<file path="src/rtl/fifo_write_arbiter.sv">
// Round-robin write arbiter: one requester at a time owns the shared FIFO write
// port for a burst of up to MAX_BURST words, ended early by req_last.
module fifo_write_arbiter #(
  parameter int NREQ      = 4,
  parameter int DW        = 16,
  parameter int MAX_BURST = 4
) (
  input  logic                    clk,
  input  logic                    rst,
  input  logic [NREQ-1:0]         req_valid,
  input  logic [NREQ*DW-1:0]      req_data,
  input  logic [NREQ-1:0]         req_last,
  output logic [NREQ-1:0]         req_ready,
  input  logic                    fifo_full,
  output logic                    fifo_push,
  output logic [DW-1:0]           fifo_data,
  output logic [$clog2(NREQ)-1:0] grant_id,
  output logic                    busy,
  output logic [15:0]             push_count
);
  localparam int GW = $clog2(NREQ);

  typedef enum logic [0:0] {IDLE = 1'b0, BURST = 1'b1} state_t;

  state_t        state_q, state_d;
  logic [GW-1:0] rr_ptr_q, rr_ptr_d;
  logic [GW-1:0] grant_q, grant_d;
  logic [3:0]    burst_cnt_q, burst_cnt_d;
  logic [15:0]   push_count_q, push_count_d;
  logic [GW-1:0] pick_s;
  logic [GW-1:0] scan_idx_s;
  logic          any_valid_s;

  function automatic logic [GW-1:0] wrap_inc(input logic [GW-1:0] v);
    if (v == GW'(NREQ - 1)) begin
      return '0;
    end else begin
      return v + GW'(1);
    end
  endfunction

  // Round-robin pick: first valid requester at or after rr_ptr, wrapping.
  always_comb begin
    pick_s      = rr_ptr_q;
    any_valid_s = 1'b0;
    scan_idx_s  = rr_ptr_q;
    for (int k = 0; k < NREQ; k++) begin
      if (!any_valid_s && req_valid[scan_idx_s]) begin
        any_valid_s = 1'b1;
        pick_s      = scan_idx_s;
      end else begin
        any_valid_s = any_valid_s;
      end
      scan_idx_s = wrap_inc(scan_idx_s);
    end
  end

  // Next-state and handshake logic; no word is accepted in IDLE.
  always_comb begin
    state_d      = state_q;
    rr_ptr_d     = rr_ptr_q;
    grant_d      = grant_q;
    burst_cnt_d  = burst_cnt_q;
    push_count_d = push_count_q;
    req_ready    = '0;
    fifo_push    = 1'b0;
    fifo_data    = req_data[int'(grant_q)*DW +: DW];
    case (state_q)
      IDLE: begin
        if (any_valid_s) begin
          grant_d     = pick_s;
          burst_cnt_d = 4'd0;
          state_d     = BURST;
        end else begin
          state_d = IDLE;
        end
      end
      BURST: begin
        req_ready[grant_q] = !fifo_full;
        fifo_push          = req_valid[grant_q] & !fifo_full;
        if (fifo_push) begin
          burst_cnt_d  = burst_cnt_q + 4'd1;
          push_count_d = push_count_q + 16'd1;
          // A burst closes on its last word or when the word budget is used up.
          if (req_last[grant_q] || ((burst_cnt_q + 4'd1) == 4'(MAX_BURST))) begin
            state_d  = IDLE;
            rr_ptr_d = wrap_inc(grant_q);
          end else begin
            state_d = BURST;
          end
        end else begin
          state_d = BURST;
        end
      end
      default: state_d = IDLE;
    endcase
  end

  // State registers with asynchronous active-low clear.
  always_ff @(posedge clk or negedge rst) begin
    if (!rst) begin
      state_q      <= IDLE;
      rr_ptr_q     <= '0;
      grant_q      <= '0;
      burst_cnt_q  <= 4'd0;
      push_count_q <= 16'd0;
    end else begin
      state_q      <= state_d;
      rr_ptr_q     <= rr_ptr_d;
      grant_q      <= grant_d;
      burst_cnt_q  <= burst_cnt_d;
      push_count_q <= push_count_d;
    end
  end

  assign grant_id   = grant_q;
  assign busy       = (state_q == BURST);
  assign push_count = push_count_q;

endmodule

</file>
<file path="config.mk">
export PLATFORM = sky130hd
export DESIGN_NAME = fifo_write_arbiter
export DESIGN_NICKNAME = d
export VERILOG_FILES = /design/src/rtl/fifo_write_arbiter.sv
export SDC_FILE = /design/constraint.sdc
export NUM_CORES = 1
export LEC_CHECK = 0
export CORE_UTILIZATION = 60
export CTS_BUF_LIST = sky130_fd_sc_hd__clkbuf_4
export DETAILED_ROUTE_END_ITERATION = 6
export DONT_BUFFER_PORTS = 1
export HOLD_SLACK_MARGIN = 0.02
export PLACE_DENSITY = 0.9
export SYNTH_ARGS = -nofsm -noshare
export SYNTH_HDL_FRONTEND = slang
export SYNTH_SLANG_ARGS = --single-unit
</file>
<file path="constraint.sdc">
create_clock -name clk -period 2.12 [get_ports clk]
set_clock_uncertainty 0.05 [all_clocks]
set_input_delay 0.424 -clock clk [delete_from_list [all_inputs] [get_ports clk]]
set_output_delay 0.424 -clock clk [all_outputs]
set_load 0.03 [all_outputs]
</file>
==> flow_summary.json <==
{
  "clk_latency_ps": 320,
  "synthArstFlopShare_pct": 100.0,
  "ir_worst_vdd_v": 0.001374,
  "power_leakage_nw": 0.9152,
  "grt_usage_pct": 27.48,
  "arrival_ps": 2250,
  "start_kind": "flip-flop",
  "synth_flop_cell": "dfrtp_1",
  "dpl_worst_slack_ps": -37.68,
  "holdWs_ps": 349.4,
  "avgSynthCellArea_um2": 10.94,
  "critPathMaxFanout": 9,
  "die_h_um": 59.93,
  "worstSetupPathType": "flip-flop to flip-flop",
  "port_buffers": 0,
  "vias": 1621,
  "critical_path_depth": 5,
  "max_stage_delay_ps": 570,
  "tightest_slew_ps": 1105,
  "first_global_vias": 1508,
  "final_antenna_net_count": 0,
  "path_delay_family": "multiplexers",
  "dp_hpwl_um": 3786,
  "layout_setup_ws_ps": 36.17,
  "final_common_cell": "dfrtp_1",
  "drc": 0,
  "nets": 278,
  "die_w_um": 59.93,
  "cp_cell_sequence": "buf_6 > mux4_2 > or4b_1 > mux2i_1 > a31oi_1",
  "yosysWarningCount": 0,
  "ios": 115,
  "routedWlPerCell_um": 20.61,
  "drtIter0Drc": 91,
  "via_per_inst": 6.811,
  "diodes": 0,
  "gp_congestion": 0.8871,
  "synth_seq_cells": 25,
  "antenna_found_initial": 0,
  "ys_seq_area_share_pct": 31.08,
  "start_util_pct": 64.36,
  "clkSlewWorstSetupHoldPaths_ps": 140,
  "die_area_um2": 3591,
  "htreeDepth": 1,
  "clkSinkCount": 25,
  "firstDrtPassIters": 4,
  "fillers": 197,
  "required_ps": 2280,
  "slew_headroom_pct": 26.12,
  "setup_viol": 0,
  "clockBufferDepth": 2,
  "instances_no_fill": 238,
  "cts_tree": "built",
  "cp.buffers_inverters": 1,
  "syn-num-nets": 267,
  "final_hold_viol_count": 0,
  "grt_overflow": 0,
  "min_path_type": "input port to flip-flop",
  "status": "completed",
  "mostFrequentLayoutCells": "dfrtp_1 (24), mux4_2 (19), buf_4 (15), nand3_1 (14), xnor2_1 (13)",
  "dp_cells": 231,
  "drive_above_1_share_pct": 29.90,
  "syn_area_um2": 2013,
  "rsz0062_at_grt": "yes",
  "cp_slowest_cell": "mux4_2",
  "drv_slew": 0,
  "period_minus_slack_ps": 2084,
  "rows": 20,
  "yosys.cell_types.count": 46,
  "post-route-period-util_pct": 98.29,
  "reg2regPathDepth": 5,
  "syn_to_final_growth_pct": 13.18,
  "synth_edf_count": 0,
  "core_area_um2": 3128,
  "cts-root-buf": "clkbuf_4",
  "cp-end-kind": "flip-flop",
  "cts_buffers": 3,
  "wl_um": 4906,
  "power_mw": 3.602,
  "grt_pass1_wl_um": 7438,
  "power.density_nw_per_um2": 1581,
  "min_delay_path_depth": 3,
  "max_freq_mhz": 479.9,
  "maxCapViolations": 0,
  "synthCells": 184,
  "grt_max_degree": 26
}
[final cells by class]
type                    instances  area, um^2  area share, %
inverters                       7       26.28          1.153
multi-input cells             139        1375          60.35
well taps                      44       55.05          2.416
flip-flops and latches         25       626.9          27.51
clock inverters                 1       7.507         0.3295
clock buffers                   3       22.52         0.9885
repair buffers                 19       165.2          7.249
[cells by family after synthesis]
logic type | count (synthesis) | synth area share, %
AND/OR/NAND/NOR | 63 | 17.65
AO/OA/AOI/OAI | 27 | 10.13
flip-flops | 25 | 31.08
multiplexers | 24 | 23.93
buffers and inverters | 20 | 4.848
XOR/XNOR | 17 | 7.396
adder cells (fa/ha/maj) | 8 | 4.972
[sequential cells by signal, indices dropped and copies added (netlist names)]
name	flops
burst_cnt_q	4
push_count	16
grant_id	2
busy	1
rr_ptr_q	2
[power breakdown]
part / switching (mW) / internal, mW / leakage, nW / total (mW)
combinational: 1.49 / 1.08 / 0.578 / 2.57
sequential: 0.212 / 0.603 / 0.323 / 0.815
clock: 0.146 / 0.0721 / 0.0139 / 0.218
[Yosys cell counts (3+ instances only)]
library cell   n  area share (%)
nor3_1         3            0.75
a21oi_1        4            0.99
and2_1         4             1.2
buf_2         12             3.0
nand3_1       14             3.5
ha_1           8             5.0
nor4b_1        3             1.3
o21ai_0        5             1.2
inv_1          6             1.1
xor2_1         4             1.7
mux2_2         3             1.7
nand4_1        4             1.2
nor2_1         7             1.3
xnor2_1       13             5.7
nand2_1       13             2.4
mux4_2        19              21
dfrtp_1       25              31
[metrics by stage]
step                      TNS, ps  utilization (%)  cell area, um^2
after floorplan            -11.09                -             2048
after global placement          0            68.64             2147
after detailed placement   -54.46            68.64             2147
after CTS                       0            70.48             2205
after global routing       -89.85            72.84             2278
final                           0            72.84             2278
[timing repair]
| action | in CTS | in global routing |
|---|---|---|
| hold endpoints to repair | 25 | 0 |
| hold buffers | 1 | 0 |
| pin swaps | 0 | 4 |
| buffers inserted | 0 | 2 |
| gates resized for setup | 5 | 11 |
| setup endpoints to repair | 21 | 24 |
| gates cloned | 0 | 0 |
[worst min-delay path, stage by stage]
cell and delay (ps):
nor2b_1 70, nand2_4 130, xnor2_1 70
[metal layers]
| metal | part of all wire [%] | vias up | global-route usage [%] | wire length [um] |
|---|---|---|---|---|
| li1 | - | 722 | - | - |
| met1 | 40 | 809 | 38.85 | 1950 |
| met2 | 50 | 86 | 43.17 | 2446 |
| met3 | 9.5 | 4 | 6.277 | 468 |
| met4 | 0.82 | 0 | 5.980 | 40 |
| met5 | 0 | - | 0 | 0 |
[worst paths after layout]
kind,from,to,slack [ps]
min in group asynchronous,rst,push_count[2],690
setup reg to reg,rr_ptr_q[0],grant_id[1],40
setup / recovery,rr_ptr_q[0],grant_id[1],40
hold / removal,fifo_full,push_count[0],350
hold reg to reg,burst_cnt_q[2],burst_cnt_q[2],540
max in group asynchronous,rst,grant_id[0],590
(Power assumes the default switching activity.)
